<file path="src/rtl/ro_sched_pkg.sv">
// Shared constants for the ring-oscillator sensor scheduler: FSM encodings,
// default timing parameters and the channel-index width helper.
package ro_sched_pkg;

    localparam logic [2:0] S_IDLE    = 3'd0;
    localparam logic [2:0] S_ARM     = 3'd1;
    localparam logic [2:0] S_WAIT    = 3'd2;
    localparam logic [2:0] S_CAPTURE = 3'd3;
    localparam logic [2:0] S_EMIT    = 3'd4;
    localparam logic [2:0] S_NEXT    = 3'd5;

    localparam int EN_HOLD_DEF = 2;
    localparam int SETTLE_DEF  = 4;

    function automatic int ch_width(input int n);
        return (n <= 2) ? 1 : $clog2(n);
    endfunction

endpackage

</file>
<file path="src/rtl/ro_next_chan_finder.sv">
// Finds the lowest set mask bit, either anywhere (from_start) or strictly
// above the current channel index.
module ro_next_chan_finder #(
    parameter int N    = 4,
    parameter int CH_W = 2
) (
    input  logic [N-1:0]    mask,
    input  logic [CH_W-1:0] cur,
    input  logic            from_start,
    output logic [CH_W-1:0] nxt,
    output logic            found
);

    // Scan downward so the last hit, the lowest qualifying bit, wins.
    always_comb begin
        nxt   = '0;
        found = 1'b0;
        for (int i = N - 1; i >= 0; i--) begin
            if (mask[i] && (from_start || (i > int'(cur)))) begin
                nxt   = CH_W'(i);
                found = 1'b1;
            end
        end
    end

endmodule

</file>
<file path="src/rtl/ro_sensor_scheduler.sv">
// Sweeps a bank of ring-oscillator sensors one channel at a time and streams
// each captured count, with a low-count alarm, over a valid/ready interface.
module ro_sensor_scheduler
    import ro_sched_pkg::*;
#(
    parameter int NUM_SENSORS = 4,
    parameter int WIDTH       = 64,
    parameter int EN_HOLD     = EN_HOLD_DEF,
    parameter int SETTLE      = SETTLE_DEF,
    parameter int CH_W        = ch_width(NUM_SENSORS)
) (
    input  logic                         clk,
    input  logic                         rst,
    input  logic                         start,
    input  logic                         stop,
    input  logic                         continuous,
    input  logic [NUM_SENSORS-1:0]       chan_mask,
    input  logic [WIDTH-1:0]             meas_time,
    input  logic [WIDTH-1:0]             alarm_threshold,
    output logic [NUM_SENSORS-1:0]       ro_counter_en,
    output logic [WIDTH-1:0]             ro_meas_time,
    input  logic [NUM_SENSORS*WIDTH-1:0] ro_meas_count,
    output logic                         res_valid,
    input  logic                         res_ready,
    output logic [CH_W-1:0]              res_chan,
    output logic [WIDTH-1:0]             res_count,
    output logic                         res_alarm,
    output logic                         busy,
    output logic                         sweep_done
);

    typedef logic [WIDTH:0] cnt_t;

    logic [2:0]             state_q, state_d;
    logic [CH_W-1:0]        chan_q, chan_d;
    logic [CH_W-1:0]        first_q, first_d;
    cnt_t                   cnt_q, cnt_d;
    logic [NUM_SENSORS-1:0] mask_q, mask_d;
    logic [WIDTH-1:0]       mt_q, mt_d;
    logic [WIDTH-1:0]       thr_q, thr_d;
    logic                   cont_q, cont_d;
    logic                   stop_pending_q, stop_pending_d;
    logic [NUM_SENSORS-1:0] en_q, en_d;
    logic                   sweep_done_q, sweep_done_d;
    logic [CH_W-1:0]        res_chan_q, res_chan_d;
    logic [WIDTH-1:0]       res_count_q, res_count_d;
    logic                   res_alarm_q, res_alarm_d;

    logic [NUM_SENSORS-1:0] fnd_mask;
    logic                   fnd_from_start;
    logic [CH_W-1:0]        fnd_nxt;
    logic                   fnd_found;
    logic [WIDTH-1:0]       cnt_sel;
    cnt_t                   wait_lim;
    logic                   stop_eff;

    // One finder serves both the first-channel pick in IDLE and the NEXT step.
    ro_next_chan_finder #(
        .N    (NUM_SENSORS),
        .CH_W (CH_W)
    ) u_finder (
        .mask       (fnd_mask),
        .cur        (chan_q),
        .from_start (fnd_from_start),
        .nxt        (fnd_nxt),
        .found      (fnd_found)
    );

    assign fnd_from_start = (state_q == S_IDLE);
    assign fnd_mask       = fnd_from_start ? chan_mask : mask_q;
    assign cnt_sel        = ro_meas_count[chan_q*WIDTH +: WIDTH];
    // One extra bit so meas_time near all-ones cannot wrap the wait limit.
    assign wait_lim       = {1'b0, mt_q} + cnt_t'(SETTLE);
    assign stop_eff       = stop_pending_q || stop;

    always_comb begin
        state_d        = state_q;
        chan_d         = chan_q;
        first_d        = first_q;
        cnt_d          = cnt_q;
        mask_d         = mask_q;
        mt_d           = mt_q;
        thr_d          = thr_q;
        cont_d         = cont_q;
        stop_pending_d = stop_pending_q;
        sweep_done_d   = 1'b0;
        res_chan_d     = res_chan_q;
        res_count_d    = res_count_q;
        res_alarm_d    = res_alarm_q;

        if (state_q != S_IDLE && stop) stop_pending_d = 1'b1;

        case (state_q)
            S_IDLE: begin
                stop_pending_d = 1'b0;
                if (start && fnd_found) begin
                    mask_d  = chan_mask;
                    mt_d    = meas_time;
                    thr_d   = alarm_threshold;
                    cont_d  = continuous;
                    chan_d  = fnd_nxt;
                    first_d = fnd_nxt;
                    cnt_d   = '0;
                    state_d = S_ARM;
                end
            end
            S_ARM: begin
                if (cnt_q == cnt_t'(EN_HOLD - 1)) begin
                    cnt_d   = '0;
                    state_d = S_WAIT;
                end else begin
                    cnt_d = cnt_q + 1'b1;
                end
            end
            S_WAIT: begin
                if (cnt_q == wait_lim) begin
                    cnt_d   = '0;
                    state_d = S_CAPTURE;
                end else begin
                    cnt_d = cnt_q + 1'b1;
                end
            end
            S_CAPTURE: begin
                res_chan_d  = chan_q;
                res_count_d = cnt_sel;
                res_alarm_d = (cnt_sel < thr_q);
                state_d     = S_EMIT;
            end
            S_EMIT: begin
                if (res_ready) state_d = S_NEXT;
            end
            S_NEXT: begin
                cnt_d = '0;
                if (fnd_found && !stop_eff) begin
                    chan_d  = fnd_nxt;
                    state_d = S_ARM;
                end else if (fnd_found) begin
                    stop_pending_d = 1'b0;
                    state_d        = S_IDLE;
                end else begin
                    sweep_done_d = 1'b1;
                    if (cont_q && !stop_eff) begin
                        chan_d  = first_q;
                        state_d = S_ARM;
                    end else begin
                        stop_pending_d = 1'b0;
                        state_d        = S_IDLE;
                    end
                end
            end
            default: state_d = S_IDLE;
        endcase

        // Enable is registered from the next state so it tracks ARM exactly.
        en_d = '0;
        if (state_d == S_ARM) en_d[chan_d] = 1'b1;
    end

    always_ff @(posedge clk or posedge rst) begin
        if (rst) begin
            state_q        <= S_IDLE;
            chan_q         <= '0;
            first_q        <= '0;
            cnt_q          <= '0;
            mask_q         <= '0;
            mt_q           <= '0;
            thr_q          <= '0;
            cont_q         <= 1'b0;
            stop_pending_q <= 1'b0;
            en_q           <= '0;
            sweep_done_q   <= 1'b0;
            res_chan_q     <= '0;
            res_count_q    <= '0;
            res_alarm_q    <= 1'b0;
        end else begin
            state_q        <= state_d;
            chan_q         <= chan_d;
            first_q        <= first_d;
            cnt_q          <= cnt_d;
            mask_q         <= mask_d;
            mt_q           <= mt_d;
            thr_q          <= thr_d;
            cont_q         <= cont_d;
            stop_pending_q <= stop_pending_d;
            en_q           <= en_d;
            sweep_done_q   <= sweep_done_d;
            res_chan_q     <= res_chan_d;
            res_count_q    <= res_count_d;
            res_alarm_q    <= res_alarm_d;
        end
    end

    assign ro_counter_en = en_q;
    assign ro_meas_time  = mt_q;
    assign res_valid     = (state_q == S_EMIT);
    assign res_chan      = res_chan_q;
    assign res_count     = res_count_q;
    assign res_alarm     = res_alarm_q;
    assign busy          = (state_q != S_IDLE);
    assign sweep_done    = sweep_done_q;

endmodule

</file>
<file path="config.mk">
export PLATFORM = sky130hd
export DESIGN_NAME = ro_sensor_scheduler
export DESIGN_NICKNAME = d
export VERILOG_FILES = /design/src/rtl/ro_sched_pkg.sv /design/src/rtl/ro_next_chan_finder.sv /design/src/rtl/ro_sensor_scheduler.sv
export SDC_FILE = /design/constraint.sdc
export NUM_CORES = 1
export LEC_CHECK = 0
export BUFFER_PORTS_ARGS = -buffer_cell sky130_fd_sc_hd__buf_2
export CAP_MARGIN = 40
export CORE_UTILIZATION = 40
export CTS_CLUSTER_SIZE = 25
export DETAILED_ROUTE_END_ITERATION = 8
export MAX_ROUTING_LAYER = met4
export PLACE_DENSITY_LB_ADDON = 0.15
export SETUP_SLACK_MARGIN = 0.5
export SLEW_MARGIN = 20
export SYNTH_ARGS = -nofsm -noshare
export SYNTH_HDL_FRONTEND = slang
export SYNTH_SLANG_ARGS = --single-unit
</file>
<file path="constraint.sdc">
create_clock -name clk -period 9.9 [get_ports clk]
set_clock_uncertainty 0.1 [all_clocks]
set_input_delay 0.495 -clock clk [delete_from_list [all_inputs] [get_ports clk]]
set_output_delay 0.495 -clock clk [all_outputs]
set_load 0.01 [all_outputs]
</file>
Yosys cells after proc, flatten, opt, wreduce, memory -nomap -nowiden --
Cells that the tools add are included.
Cells by class: $add $sub $neg 2, order comparisons 6, equality and inequality tests 9, shift-type cells 1, mux-type cells 37, reduce and logical (&&, ||, !) cells 19
Operators by type and width (count):
- one-hot mux 65 bit (4 select lines) | 1
- indexed part select 256 x 9 -> 64 bit | 1
- two-way mux 65 bit | 3
- adder 64 x 3 -> 65 bit, second input constant | 1
- adder 65 x 1 -> 65 bit, second input constant | 1
- == test 65 x 1 -> 1 bit, second input constant | 1
- == test 65 bit | 1
- less-than comparator 64 bit | 1
- one-hot mux 3 bit (6 select lines) | 1
- two-way mux 2 bit | 8
- two-way mux 1 bit | 15
- two-way mux 3 bit | 4
- logical AND 1 bit | 9
- two-way mux 4 bit | 2
- == test 3 x 1 -> 1 bit, second input constant | 2
- == test 3 x 2 -> 1 bit, second input constant | 2
- == test 3 bit, second input constant | 2
- greater-than comparator 2 bit, first input constant | 2
- logical OR 1 bit | 4
- one-hot mux 2 bit (2 select lines) | 1
- AND reduction 2 bit | 2
- nonzero test 4 bit | 1
- logical NOT 3 bit | 1
- less-than comparator 2 x 3 -> 1 bit, second input constant | 1
- other kinds (7) | 7
Word-level totals: register bits after elaboration 278, word-level logic and storage cells 88

Logic depth before layout (Yosys ltp) --
depth after elaboration 15, mapped depth 16, mapped depth without buffers 13

Cells and area by module --
A second synthesis with hierarchy kept.
Second synthesis, totals: cell total of the unflattened synthesis 1728, area, all modules 17628.2 µm²
Modules (own cells, without submodules):
- ro_sensor_scheduler | times used 1, cells each 1712, area each 17534.3 µm²
- ro_next_chan_finder | times used 1, cells each 16, area each 93.8 µm²

Worst setup path before layout --
Ideal clock, no wire load.
path type reg2reg, from register mt_q[2], in the netlist ro_meas_time[2], to register cnt_q[2], library setup time 0.139 ns, arrival 3.811 ns, required time 9.661 ns, slack 5.850 ns, cell stages (with the launch flop) 14, path buffers 2, clock period less this slack 4.050 ns, path through dfrtp_1 ha_1 nand3_1 or4_1 or4_1 or4_1 a2111oi_2 nand4_1 o21ai_2 a21oi_2 buf_2 buf_6 a21oi_1 a31oi_1
On the way: cells in the longest elaborated chain, start to end 4
RTL lines:
- start, declared | RTL line ro_sensor_scheduler.sv:39 | logic [WIDTH-1:0] mt_q, mt_d;
- start signal, assigned | RTL line ro_sensor_scheduler.sv:181 | mt_q <= mt_d;
- adder 64 x 3 -> 65 bit | RTL line ro_sensor_scheduler.sv:73 | assign wait_lim = {1'b0, mt_q} + cnt_t'(SETTLE);
- == test 65 bit | RTL line ro_sensor_scheduler.sv:116 | if (cnt_q == wait_lim) begin
- two-way mux 65 bit | RTL line ro_sensor_scheduler.sv:116
- one-hot mux 65 bit (4 select lines) | RTL line ro_sensor_scheduler.sv:93 | case (state_q)
- end signal, assigned | RTL line ro_sensor_scheduler.sv:179 | cnt_q <= cnt_d;
- end, declared | RTL line ro_sensor_scheduler.sv:37 | cnt_t cnt_q, cnt_d;
No other way between the ends. A chain may end at the register's enable or synchronous reset.

Worst setup path after layout --
from register mt_q[7], in the netlist ro_meas_time[7], to register cnt_q[20]
Same word-level chain as after synthesis.

==> reports/qor.txt <==
startpoint types: flip-flop
syn_nets: 2349
Slew Limit Fails: 0
Syn Inst Count: 1889
Slew @ Worst Pin: 0.868 ns
Clk pwr share: 47.5%
Setup Viol. Count Final: 0
Yosys top cell by area: dfrtp_1
signal arrival time at the worst endpoint: 5.89 ns
Unique masters post-synth: 71
CTS Buf Count: 36
Vias: 17200
final hold violations: 0
Syn Area/Cell: 9.23 um^2
H-tree levels: 2
Max-cap violations: 0
port bufs: 531
Setup TNS Final: 0 ns
synth cell count leaders: nand2_1 (378), dfrtp_1 (277), o21ai_0 (117)
initial antenna violation count: 32
Multi-input gate area: 9670 um^2
Final Critical Period: 5.55 ns
switching pwr: 669 uW
post-layout util: 50.7%
Synthesis Warnings: 0
Post-Syn Area: 17400 um^2
status: complete, no violations
largest net degree at the start of global routing: 86
Yosys reg bits: 277
number of synthesized flops with an enable pin: 0
clock transition at the registers of the reported paths: 0.06 ns
routability cong.: 1.01
clk root buf: clkbuf_16
CTS tree: built
post-synthesis sequential area ratio: 39.8%
Routed WL: 73.2 mm
die height: 211 um
internal power: 2.03 mW
Lkg Pwr: 10.5 nW
first-pass GRT wire length: 108 mm
Rows: 76
Die ar.: 44400 um^2
first-pass detailed-route iteration total: 5
DRT iter0 DRCs: 1674
Seq pwr share: 43.0%
HP Class: input port to flip-flop
Antenna Nets Post-Route: 0
Critical Path End Type: flip-flop
grt total ovfl: 0
dpl hpwl: 58.2 mm
layout cell share with drive strength beyond 1: 31.7%
setup slack at placement: 4.49 ns
clock sinks: 277
vias in the first global route: 16500
VDD IR max: 0.000100 V
fill cell count: 4045
GRT Overall Usage: 33.8%
Initial Utilization: 40.5%
switching share of power: 24.8%
top cell type's share of synthesized area: 39.8%
Placeable Area: 43100 um^2
WHS: 0.0246 ns
slew margin rel.: 41.6%
fmax: 0.180 GHz
sequential cell area: 6940 um^2
ys flop type: dfrtp_1
critical path required time: 10.24 ns
Design Power: 2.70 mW
CP max FO: 68
WS Path Type: flip-flop to flip-flop
period utilization: 56.0%
Async SR Flop Fraction: 100%
top-count cell post-synth: nand2_1
die span in x: 211 um
synth top area cells: dfrtp_1 (40%), mux4_2 (8.3%), nand2_1 (8.1%)
Power per Cell Area: 124 nW/um^2
Resized cells post-CTS: 0
area grow syn2layout: 25.2%
unrepaired setup endpoints after global routing: false
final net count: 2816
IO Pins: 532
DR vias/cell: 5.75
combinational share of power: 9.5%
Max clock buf depth: 3
wire per inst: 24.5 um
fin worst setup slack: 4.35 ns
Residual DRC: 0
clk_lat worst skew: 0.56 ns
==> worst max-delay path: stages, from the launching register on <==
cell and delay, ns:
dfrtp_1 0.45, nand4_1 0.48, or4_1 0.83, nor4_1 0.74
and4b_1 0.29, a2bb2o_1 0.29, a2111oi_0 0.42, o2111ai_1 0.33
o21ai_2 0.28, a21oi_4 0.23, buf_4 0.41, and3_1 0.28
a221o_1 0.25
==> placed cells by master (no fill, tap or decap), drive strengths merged, types with 54 or more instances in the layout <==
cell type,netlist,layout
a21oi,67,67
buf,32,554
dfrtp,277,277
ha,66,66
inv,89,91
mux2,66,66
mux4,64,64
nand2,378,378
nand3,64,64
nor2,58,58
nor4,54,54
o21ai,120,120
xnor2,57,57
==> final cells by class <==
type                       instances  area share, %
tap                              585           3.35
multi-input combinational       1396           44.3
inverter                          89           1.56
sequential                       277           31.8
antenna                           27          0.309
clock inverter                    10          0.401
clock buffer                      50           4.74
timing repair buffer             556           13.6
==> cells by family after synthesis <==
family          after synthesis  synth area share, %
mux                         130                 12.5
xor+xnor                    100                 5.02
compound gates              336                 11.9
flops                       277                 39.8
simple gates                764                 21.1
buf+inv                     216                 4.91
fa+ha+maj                    66                 4.74
==> timing repair <==
item / 4_1_cts / 5_1_grt
endpoints found under the hold margin: 39 / 0
buffers inserted: 0 / 0
hold buffers: 1 / 0
==> state kept, by name, indices dropped and copies added, names as in the netlist <==
register / cells
res_alarm: 1
thr_q: 64
mask_q: 3
state_q: 3
sweep_done: 1
cnt_q: 65
ro_meas_time: 64
cont_q: 1
stop_pending_q: 1
chan_q: 2
first_q: 2
res_count: 64
res_chan: 2
ro_counter_en: 4
==> power groups by stage <==
stage / logic (mW) / registers (mW) / clock network, mW
2_1_floorplan: 0.102 / 1.18 / 0
3_3_place_gp: 0.247 / 1.18 / 0
3_5_place_dp: 0.253 / 1.18 / 0
4_1_cts: 0.254 / 1.16 / 1.30
5_1_grt: 0.275 / 1.16 / 1.35
6_report: 0.256 / 1.16 / 1.28
==> layer usage <==
metal / wire, um / vias to the layer above / track usage (%)
met4: 2180 / 0 / 10.7
met1: 29900 / 8494 / 43.3
met2: 33700 / 810 / 50.7
met3: 7390 / 135 / 10.8
met5: 0 / - / -
li1: - / 7746 / -
==> final timing paths <==
path / endpoint / startpoint / slack (ns) / cells after the start
setup / recovery: cnt_q[20] / ro_meas_time[7] / 4.35 / 12
max in group asynchronous: thr_q[33] / rst / 7.80 / 5
hold reg to reg: first_q[0] / first_q[0] / 0.37 / 1
setup reg to reg: cnt_q[20] / ro_meas_time[7] / 4.35 / 12
hold / removal: thr_q[0] / alarm_threshold[0] / 0.02 / 3
min in group asynchronous: res_count[41] / rst / 0.37 / 3
==> metrics by stage <==
step / cells / cell area, um^2
after floorplan: 1889 / 17400
after global placement: 2891 / 20400
after detailed placement: 2899 / 20600
after CTS: 2960 / 21700
after global routing: 2983 / 21800
final: 2990 / 21800
Power figures use the tool's default switching activity.
